### src/rtl/irs_pattern_sequencer_pkg.sv
// Shared definitions for the IRS pattern sequencer: state encoding, default
// geometry and the memory-depth sanity check used at elaboration.
package irs_seq_pkg;

  localparam int SEQ_DATA_W_DEF = 24;
  localparam int SEQ_ADDR_W_DEF = 5;
  localparam int SEQ_DEPTH_DEF  = 16;

  localparam int SEQ_STATE_W = 3;

  // Encoding kept as plain constants so older IRS blocks can share it.
  localparam logic [SEQ_STATE_W-1:0] ST_IDLE    = 3'd0;
  localparam logic [SEQ_STATE_W-1:0] ST_STORE   = 3'd1;
  localparam logic [SEQ_STATE_W-1:0] ST_RD_ADDR = 3'd2;
  localparam logic [SEQ_STATE_W-1:0] ST_LOAD    = 3'd3;
  localparam logic [SEQ_STATE_W-1:0] ST_WAIT    = 3'd4;
  localparam logic [SEQ_STATE_W-1:0] ST_DONE    = 3'd5;

  function automatic bit seq_depth_ok(input int depth, input int addr_w);
    return (depth >= 1) && (depth <= (1 << addr_w));
  endfunction

endpackage

### src/rtl/irs_pattern_sequencer_if.sv
// UART-receive handshake, pattern-memory bus and SPI load/done strobes that
// connect the sequencer to its surroundings.
interface irs_seq_if
  import irs_seq_pkg::*;
#(
  parameter int DATA_W = SEQ_DATA_W_DEF,
  parameter int ADDR_W = SEQ_ADDR_W_DEF
) ();

  logic              rx_req_tgl;
  logic [DATA_W-1:0] rx_data;
  logic              rx_ack_tgl;

  logic [ADDR_W-1:0] mem_addr;
  logic              mem_we;
  logic [DATA_W-1:0] mem_wdata;

  logic              load_data;
  logic              done_send;

  modport master (
    input  rx_req_tgl,
    input  rx_data,
    output rx_ack_tgl,
    output mem_addr,
    output mem_we,
    output mem_wdata,
    output load_data,
    input  done_send
  );

  modport slave (
    output rx_req_tgl,
    output rx_data,
    input  rx_ack_tgl,
    input  mem_addr,
    input  mem_we,
    input  mem_wdata,
    input  load_data,
    output done_send
  );

endinterface

### src/rtl/irs_pattern_sequencer_toggle_sync.sv
// Multi-flop synchroniser for a toggle-encoded request crossing into the
// local clock domain; shared by the IRS CDC paths.
module toggle_sync #(
  parameter int SYNC_STAGES = 2
) (
  input  logic clk,
  input  logic rst_n,
  input  logic i_d,
  output logic o_q
);

  if (SYNC_STAGES < 2) begin : g_bad_stages
    $error("toggle_sync: SYNC_STAGES must be at least 2");
  end

  logic [SYNC_STAGES-1:0] r_sync;

  always_ff @(posedge clk or negedge rst_n) begin
    if (!rst_n) begin
      r_sync <= '0;
    end else begin
      r_sync <= {r_sync[SYNC_STAGES-2:0], i_d};
    end
  end

  assign o_q = r_sync[SYNC_STAGES-1];

endmodule

### src/rtl/irs_pattern_sequencer.sv
// IRS pattern sequencer: stores UART words into the pattern memory and plays
// a programmable-length frame out to the SPI engine, once or looping.
module irs_pattern_sequencer
  import irs_seq_pkg::*;
#(
  parameter int DATA_W      = SEQ_DATA_W_DEF,
  parameter int ADDR_W      = SEQ_ADDR_W_DEF,
  parameter int DEPTH       = SEQ_DEPTH_DEF,
  parameter int SYNC_STAGES = 2
) (
  input  logic              clk_div,
  input  logic              rst_n,
  input  logic              i_din_en_n,
  input  logic              i_start_n,
  input  logic              i_loop_mode,
  input  logic [ADDR_W-1:0] i_frame_last,
  irs_seq_if.master         bus,
  output logic              o_busy,
  output logic              o_frame_done,
  output logic [ADDR_W:0]   o_word_count,
  output logic              o_overflow
);

  if (!seq_depth_ok(DEPTH, ADDR_W)) begin : g_bad_depth
    $error("irs_pattern_sequencer: DEPTH must be between 1 and 2**ADDR_W");
  end

  localparam logic [ADDR_W-1:0] LAST_MAX = ADDR_W'(DEPTH - 1);
  localparam logic [ADDR_W:0]   CNT_MAX  = (ADDR_W + 1)'(DEPTH);

  logic [SEQ_STATE_W-1:0] r_state;
  logic [ADDR_W-1:0]      r_wr_ptr;
  logic [ADDR_W-1:0]      r_rd_ptr;
  logic [ADDR_W-1:0]      r_last;
  logic                   r_loop;
  logic                   r_ack_tgl;
  logic [ADDR_W-1:0]      r_mem_addr;
  logic                   r_mem_we;
  logic [DATA_W-1:0]      r_mem_wdata;
  logic                   r_load_data;
  logic                   r_frame_done;
  logic [ADDR_W:0]        r_word_count;
  logic                   r_overflow;

  logic                   w_req_s;
  logic                   w_pending;
  logic [ADDR_W-1:0]      w_last_clamp;
  logic [ADDR_W-1:0]      w_rd_next;

  toggle_sync #(
    .SYNC_STAGES (SYNC_STAGES)
  ) u_req_sync (
    .clk   (clk_div),
    .rst_n (rst_n),
    .i_d   (bus.rx_req_tgl),
    .o_q   (w_req_s)
  );

  // rx_data is held by the sender until it sees our ack, so no data sync.
  assign w_pending    = (w_req_s != r_ack_tgl);
  assign w_last_clamp = (i_frame_last > LAST_MAX) ? LAST_MAX : i_frame_last;
  assign w_rd_next    = r_rd_ptr + 1'b1;

  always_ff @(posedge clk_div or negedge rst_n) begin
    if (!rst_n) begin
      r_state      <= ST_IDLE;
      r_wr_ptr     <= '0;
      r_rd_ptr     <= '0;
      r_last       <= '0;
      r_loop       <= 1'b0;
      r_ack_tgl    <= 1'b0;
      r_mem_addr   <= '0;
      r_mem_we     <= 1'b0;
      r_mem_wdata  <= '0;
      r_load_data  <= 1'b0;
      r_frame_done <= 1'b0;
      r_word_count <= '0;
      r_overflow   <= 1'b0;
    end else begin
      r_mem_we     <= 1'b0;
      r_load_data  <= 1'b0;
      r_frame_done <= 1'b0;

      case (r_state)
        ST_IDLE: begin
          if (!i_din_en_n) begin
            r_state      <= ST_STORE;
            r_wr_ptr     <= '0;
            r_word_count <= '0;
            r_overflow   <= 1'b0;
          end else if (!i_start_n) begin
            r_state    <= ST_RD_ADDR;
            r_last     <= w_last_clamp;
            r_loop     <= i_loop_mode;
            r_rd_ptr   <= '0;
            r_mem_addr <= '0;
          end
        end

        ST_STORE: begin
          // A word arriving on the exit cycle is still committed.
          if (w_pending) begin
            r_mem_we    <= 1'b1;
            r_mem_addr  <= r_wr_ptr;
            r_mem_wdata <= bus.rx_data;
            r_ack_tgl   <= ~r_ack_tgl;
            if (r_wr_ptr == LAST_MAX) begin
              r_wr_ptr   <= '0;
              r_overflow <= 1'b1;
            end else begin
              r_wr_ptr <= r_wr_ptr + 1'b1;
            end
            if (r_word_count != CNT_MAX) begin
              r_word_count <= r_word_count + 1'b1;
            end
          end
          if (i_din_en_n) begin
            r_state <= ST_IDLE;
          end
        end

        ST_RD_ADDR: begin
          r_state     <= ST_LOAD;
          r_load_data <= 1'b1;
        end

        ST_LOAD: begin
          r_state <= ST_WAIT;
        end

        ST_WAIT: begin
          if (bus.done_send) begin
            if (r_rd_ptr < r_last) begin
              r_rd_ptr   <= w_rd_next;
              r_mem_addr <= w_rd_next;
              r_state    <= ST_RD_ADDR;
            end else begin
              r_frame_done <= 1'b1;
              if (r_loop && !i_start_n) begin
                r_rd_ptr   <= '0;
                r_mem_addr <= '0;
                r_state    <= ST_RD_ADDR;
              end else begin
                r_state <= ST_DONE;
              end
            end
          end
        end

        ST_DONE: begin
          // Requiring start_n to be released avoids an immediate retrigger.
          if (i_start_n) begin
            r_state <= ST_IDLE;
          end
        end

        default: begin
          r_state <= ST_IDLE;
        end
      endcase
    end
  end

  assign bus.rx_ack_tgl = r_ack_tgl;
  assign bus.mem_addr   = r_mem_addr;
  assign bus.mem_we     = r_mem_we;
  assign bus.mem_wdata  = r_mem_wdata;
  assign bus.load_data  = r_load_data;

  assign o_busy       = (r_state != ST_IDLE);
  assign o_frame_done = r_frame_done;
  assign o_word_count = r_word_count;
  assign o_overflow   = r_overflow;

endmodule

### src/flat_wrapper.sv
// flat-port wrapper written by rule: the top's interface ports become plain ports
module irs_pattern_sequencer_flat import irs_seq_pkg::*;
#(
  parameter int DATA_W      = SEQ_DATA_W_DEF,
  parameter int ADDR_W      = SEQ_ADDR_W_DEF,
  parameter int DEPTH       = SEQ_DEPTH_DEF,
  parameter int SYNC_STAGES = 2
)
  (clk_div, rst_n, i_din_en_n, i_start_n, i_loop_mode, i_frame_last, o_busy, o_frame_done, o_word_count, o_overflow, bus_rx_req_tgl, bus_rx_data, bus_rx_ack_tgl, bus_mem_addr, bus_mem_we, bus_mem_wdata, bus_load_data, bus_done_send);
  irs_seq_if #(.DATA_W(DATA_W), .ADDR_W(ADDR_W)) bus_i ();
  input  logic clk_div;
  input  logic rst_n;
  input  logic i_din_en_n;
  input  logic i_start_n;
  input  logic i_loop_mode;
  input  logic [ADDR_W-1:0] i_frame_last;
  output logic o_busy;
  output logic o_frame_done;
  output logic [ADDR_W:0] o_word_count;
  output logic o_overflow;
  input wire logic [$bits(bus_i.rx_req_tgl)-1:0] bus_rx_req_tgl;
  input wire logic [$bits(bus_i.rx_data)-1:0] bus_rx_data;
  output wire logic [$bits(bus_i.rx_ack_tgl)-1:0] bus_rx_ack_tgl;
  output wire logic [$bits(bus_i.mem_addr)-1:0] bus_mem_addr;
  output wire logic [$bits(bus_i.mem_we)-1:0] bus_mem_we;
  output wire logic [$bits(bus_i.mem_wdata)-1:0] bus_mem_wdata;
  output wire logic [$bits(bus_i.load_data)-1:0] bus_load_data;
  input wire logic [$bits(bus_i.done_send)-1:0] bus_done_send;
  assign bus_i.rx_req_tgl = bus_rx_req_tgl;
  assign bus_i.rx_data = bus_rx_data;
  assign bus_rx_ack_tgl = bus_i.rx_ack_tgl;
  assign bus_mem_addr = bus_i.mem_addr;
  assign bus_mem_we = bus_i.mem_we;
  assign bus_mem_wdata = bus_i.mem_wdata;
  assign bus_load_data = bus_i.load_data;
  assign bus_i.done_send = bus_done_send;
  irs_pattern_sequencer #(.DATA_W(DATA_W), .ADDR_W(ADDR_W), .DEPTH(DEPTH), .SYNC_STAGES(SYNC_STAGES)) u_core (.clk_div(clk_div), .rst_n(rst_n), .i_din_en_n(i_din_en_n), .i_start_n(i_start_n), .i_loop_mode(i_loop_mode), .i_frame_last(i_frame_last), .bus(bus_i), .o_busy(o_busy), .o_frame_done(o_frame_done), .o_word_count(o_word_count), .o_overflow(o_overflow));
endmodule
### config.mk
export PLATFORM = sky130hd
export DESIGN_NAME = irs_pattern_sequencer_flat
export DESIGN_NICKNAME = d
export VERILOG_FILES = /design/src/rtl/irs_pattern_sequencer_pkg.sv /design/src/rtl/irs_pattern_sequencer_if.sv /design/src/rtl/irs_pattern_sequencer_toggle_sync.sv /design/src/rtl/irs_pattern_sequencer.sv /design/src/flat_wrapper.sv
export SDC_FILE = /design/constraint.sdc
export NUM_CORES = 1
export LEC_CHECK = 0
export CAP_MARGIN = 10
export CORE_UTILIZATION = 40
export CTS_CLUSTER_DIAMETER = 80
export DETAILED_ROUTE_END_ITERATION = 8
export PLACE_DENSITY = 0.75
export SLEW_MARGIN = 20
export SYNTH_ARGS = -nofsm -noshare
export SYNTH_HDL_FRONTEND = slang
export SYNTH_SLANG_ARGS = --single-unit
### constraint.sdc
create_clock -name clk_div -period 2.3 [get_ports clk_div]
set_input_delay 0.69 -clock clk_div [delete_from_list [all_inputs] [get_ports clk_div]]
set_output_delay 0.69 -clock clk_div [all_outputs]
set_load 0.01 [all_outputs]
# Word-level counts from Yosys, hierarchy flattened
# Index checks and enable logic that the tools add are counted.
# op_classes
addsub	3
magnitude_cmp	2
eq_ne	19
muxes	35
bitwise	2
n_reduce_logical	15
# ops
operator	count
$mux 5	10
$mux 3	7
$pmux 5 s2	2
$mux 6	3
$pmux 3 s6	1
$pmux 5 s3	1
$ne 2x2->1 const B	6
$pmux 6 s2	1
$reduce_and 4->1	3
$add 5x1->5 const B	2
$mux 1	9
$add 6x1->6 const B	1
$eq 3x2->1 const B	2
$eq 3x3->1 const B	2
$ne 2x1->1 const B	3
$ne 6x5->1 const B	1
$reduce_and 3->1	2
$reduce_and 6->1	1
$reduce_bool 3->1	2
$eq 5x4->1 const B	1
$gt 5x4->1 const B	1
$lt 5x5->1	1
$reduce_and 5->1	1
$reduce_bool 2->1	2
other kinds (10)	11
# totals
register_bits	61
input_bits	36
output_inout_bits	41
word_cells	90

# Depth between registers and ports, before layout
# Gate-level depths: netlist of the first run.
# logic_depth
ltp_word	6
mapped_depth	8
depth_no_buf	8

# Modules after synthesis
# Synthesis of the first run repeated with hierarchy kept, for this count alone.
# hier_totals
cells_unflattened	244
area_unflattened_um2	2801.4
# modules_own_cells
module	n_inst	cells_per_inst	area_per_inst_um2	seq_area_each_um2
irs_pattern_sequencer	1	242	2751.4	1476.4
toggle_sync	1	2	50.0	50.0

# Least setup slack after synthesis of the first run
# No wires, ideal clock.
# synth_path
path_type	reg-to-reg
startpoint	register u_core.r_rd_ptr[2]
endpoint	register u_core.r_rd_ptr[3]
setup_time_ns	0.128
t_arrival_ns	1.706
required_ns	2.172
path_slack_ns	0.466
path_stages_with_launch	7
n_path_buf	0
period_less_slack_ns	1.834
cell_sequence	dfrtp_1 -> ha_1 -> a21o_1 -> a31oi_1 -> o21a_2 -> o21ai_2 -> mux2_1
# synth_between
elab_chain_cells	4
word_cells_on_any_way	7
cone_classes	add/sub: 1; order compare: 1; eq/ne: 1; mux: 3; reduce/logical: 1
# synth_lines
element	line_no	text
start, declared	irs_pattern_sequencer.sv:33	logic [ADDR_W-1:0] r_rd_ptr;
start signal, assigned	irs_pattern_sequencer.sv:134	r_rd_ptr <= w_rd_next;
$add 5x1->5 or $lt 5x5->1 (tied branches)	irs_pattern_sequencer.sv:62, irs_pattern_sequencer.sv:133	
$mux 5	irs_pattern_sequencer.sv:133	if (r_rd_ptr < r_last) begin
$mux 5	irs_pattern_sequencer.sv:132	if (bus.done_send) begin
$pmux 5 s2	irs_pattern_sequencer.sv:84	case (r_state)
# Several ways; a longest one is shown, not always the timed one. The select of a mux whose other input is x is not followed.
# A chain may end at the register's enable or synchronous reset.

# Worst setup path in the final report of the first run
# layout_path
startpoint	register u_core.r_state[0]
endpoint	output o_busy
# layout_between
elab_chain_cells	1
# layout_lines
element	line_no	text
start, declared	irs_pattern_sequencer.sv:31	logic [SEQ_STATE_W-1:0] r_state;
start signal, assigned	irs_pattern_sequencer.sv:66	r_state <= ST_IDLE;
start signal, assigned	irs_pattern_sequencer.sv:87	r_state <= ST_STORE;
start signal, assigned	irs_pattern_sequencer.sv:92	r_state <= ST_RD_ADDR;
$reduce_bool 3->1	irs_pattern_sequencer.sv:170	assign o_busy = (r_state != ST_IDLE);
end, declared	flat_wrapper.sv:17	output logic o_busy;
# No other way between the ends.

==> results of run 1 <==
## flip-flops by register name, summed over array words and instances, names as in the netlist
name	cells
u_core.u_req_sync.r_sync	2
u_core.o_word_count	6
u_core.o_frame_done	1
u_core.bus.rx_ack_tgl	1
u_core.bus.mem_addr	5
u_core.r_state	3
u_core.r_wr_ptr	5
u_core.bus.mem_wdata	24
u_core.r_loop	1
u_core.bus.load_data	1
u_core.r_rd_ptr	5
u_core.o_overflow	1
u_core.r_last	5
u_core.bus.mem_we	1
## cell families (layout without fill, tap and decap cells)
family,Yosys count,after routing,synth area share
mux,5,5,0.0216
flops,61,61,0.548
buf+inv,18,119,0.0310
compound gates,50,50,0.116
xor+xnor,9,9,0.0283
fa+ha+maj,8,8,0.0359
simple gates,140,140,0.219
## synthesized netlist by cell type (all sizes together) (2+ instances only)
master,instances
dfrtp,61
ha,8
nor3b,2
o211ai,3
clkbuf,2
a21oi,10
nand4,4
buf,6
xor2,9
nand3,7
mux2,5
o21ai,26
nand2,93
inv,10
nand2b,8
a31oi,2
nor2,20
## worst max-delay path, stage by stage (launching register included)
cell	delay (ns)
dfrtp_1	0.51
nor3_2	0.07
inv_1	0.09
clkdlybuf4s50_1	0.54
## power by group through the flow
stage | clock, mW | combinational, mW | sequential (mW)
floorplan | 0 | 0.883 | 1.75
finish | 1.07 | 1.91 | 1.66
CTS | 1.09 | 1.91 | 1.67
global placement | 0 | 1.86 | 1.67
global route | 1.14 | 2.14 | 1.71
detailed placement | 0 | 1.91 | 1.68
## worst paths after layout
| path | startpoint | to | slack, ns | cells after the start |
|---|---|---|---|---|
| setup / recovery | u_core.r_state[0]$_DFFE_PN0P_ | o_busy | 0.06 | 3 |
| hold / removal | rst_n | u_core.r_rd_ptr[3]$_DFFE_PN0P_ | 0.32 | 1 |
| setup reg to reg | u_core.r_rd_ptr[2]$_DFFE_PN0P_ | u_core.r_rd_ptr[3]$_DFFE_PN0P_ | 0.23 | 6 |
| hold reg to reg | u_core.u_req_sync.r_sync[0]$_DFF_PN0_ | u_core.u_req_sync.r_sync[1]$_DFF_PN0_ | 0.35 | 0 |
| max in group asynchronous | rst_n | u_core.r_wr_ptr[4]$_DFFE_PN0P_ | 1.43 | 2 |
| min in group clk_div | u_core.u_req_sync.r_sync[0]$_DFF_PN0_ | u_core.u_req_sync.r_sync[1]$_DFF_PN0_ | 0.35 | 0 |
## metrics by stage
stage	cells	total power, mW
CTS	470	4.67
detailed placement	454	3.59
global placement	454	3.52
global route	472	4.99
floorplan	291	2.63
finish	472	4.64
## final cells by class
cell class              instances  area, um^2  area share
multi-input cells             212        1170       0.296
clock buffers                  14         193      0.0486
inverters                      10        37.5     0.00947
flip-flops and latches         61        1530       0.385
well taps                      80         100      0.0253
repair buffers                 93         896       0.226
clock inverters                 2        37.5     0.00947
## repair_timing
action,in CTS,in global routing
setup buffers,0,2
endpoints found under the setup margin,0,1
gates resized for setup,0,1
## routing by layer
metal	track usage	vias to the layer above
met4	0.0773	0
met2	0.300	81
met1	0.231	1081
met5	0	-
li1	-	1156
met3	0.0788	9
==> impl_metrics.csv, run 1 <==
group,metric,value,unit
run_status,status,"complete, no violations",
layout,layout_commonest_cell,"nand2_1",
power_and_ir_drop,ir_drop,0.000648,V
timing,fmax,446,MHz
synthesis,synthCells,291,
synthesis,synth_ff_type,"dfrtp_1",
synthesis,syn-num-nets,335,
floorplan,std_cell_rows,30,
cts,cts.sinks,61,
routing,vias_per_cell,4.93,
routing,num_vias,2327,
layout,stdcell_area,3960,um^2
global_route,antenna_found_initial,0,
synthesis,synth_top_area_frac,0.548,
routing,ant_nets,0,
cts,cts_tree,"yes",
worst_setup_path,cp.arrival,1.55,ns
timing,setup_viol,0,
timing,slew_viol_final,0,
synthesis,yosysTopAreaCell,"dfrtp_1",
place,gp_congestion,0.814,
cts,clk_pin_slew,0.07,ns
floorplan,ioPinCount,77,
timing,maxSlewHeadroom,0.640,
layout,layout_common_cells,"92 x nand2_1, 75 x clkdlybuf4s50_1, 60 x dfrtp_1, 22 x o21ai_0, 19 x nor2_1",
cts,clockBufferDepth,2,
cts,numCtsBuffers,9,
timing,timing.hold.ws,0.324,ns
synthesis,ys_seq_area_frac,0.548,
global_route,grt_max_degree,32,
flow_run,cap_viol_max_count,0,
worst_setup_path,crit_type,"flip-flop to output pin",
layout,drive_above_1_share,0.122,
layout,n_antenna_cell,0,
power_and_ir_drop,p_int,3.05,mW
place,place.port_buffers,76,
layout,syn_to_final_growth,42.3,%
routing,drt_iter0_markers,108,
timing,hold_violations,0,
floorplan,core_region_area,6760,um^2
power_and_ir_drop,powerDensity,1170,nW/um^2
global_route,grt_pass1_vias,2360,
cts,h-tree-depth,3,
cts,cts_hold_buf,0,
timing,setup_slack,0.0559,ns
power_and_ir_drop,p_leak,1.85,nW
timing,tightest_slew,0.540,ns
floorplan,die_x,85.4,um
power_and_ir_drop,p_comb_frac,0.411,
power_and_ir_drop,power_frac_clock,0.230,
layout,nets,431,
worst_setup_path,critPathMaxFanout,9,
worst_setup_path,crit_path_end_kind,"output pin",
layout,fillers,593,
synthesis,avgSynthCellArea,9.57,um^2
synthesis,synth-async-reset-ratio,1.00,
floorplan,die_h,85.4,um
synthesis,ys_warn_count,0,
synthesis,synth_cell_types,45,
timing,min_period_over_period,0.976,
layout,fin_util,0.587,
routing,drc,0,
global_route,gr-total-overflow,0,
worst_setup_path,worstSetupStartpointType,"flip-flop",
power_and_ir_drop,p_switching,1.59,mW
floorplan,start_util,0.412,
cts,clk_latency,0.34,ns
timing,fin_worst_skew,0.00743,ns
power_and_ir_drop,power_frac_seq,0.358,
timing,period_minus_slack,2.24,ns
place,post-place-ws,-0.0686,ns
global_route,grt_usage,0.190,
routing,drt-total-wl,6.23,mm
timing,rsz0062_at_grt,"false",
routing,wl_met3,539,um
place,place_area,3720,um^2
routing,post_drt_wl_per_cell,13.2,um
cts,root_buffer,"clkbuf_8",
synthesis,synth.cell_area,2790,um^2
floorplan,die-area,7300,um^2
routing,topRoutingLayerUsed,"met4",
timing,fin_tns_setup,0,ns
worst_setup_path,worstPathRequired,1.61,ns
min_path,hp-class,"primary input to async pin",
routing,first_pass_iters,4,
synthesis,synth_area_leaders,"dfrtp_1 55%, nand2_1 12%, o21ai_0 4.0%, ha_1 3.6%, xor2_1 2.8%",
routing,dr_wl_met2,2.87,mm
place,dp_hpwl,4.53,mm
routing,met1Wirelength,2.72,mm
synthesis,synth-seq-cells,61,
synthesis,synth-edff-count,0,
global_route,grt_pass1_wl,10.7,mm
power_and_ir_drop,p_sw_frac,0.342,
No activity file was read; power rests on OpenSTA's default activity.
==> inputs of run 2 (changes only) <==
--- a/config.mk
+++ b/config.mk
@@ -9,6 +9,7 @@
 export CORE_UTILIZATION = 40
 export CTS_CLUSTER_DIAMETER = 80
 export DETAILED_ROUTE_END_ITERATION = 8
+export GPL_ROUTABILITY_DRIVEN = 1
 export PLACE_DENSITY = 0.75
 export SLEW_MARGIN = 20
 export SYNTH_ARGS = -nofsm -noshare
==> results of run 2 <==
Final layout, timing and power as in run 1 (identical DEF).
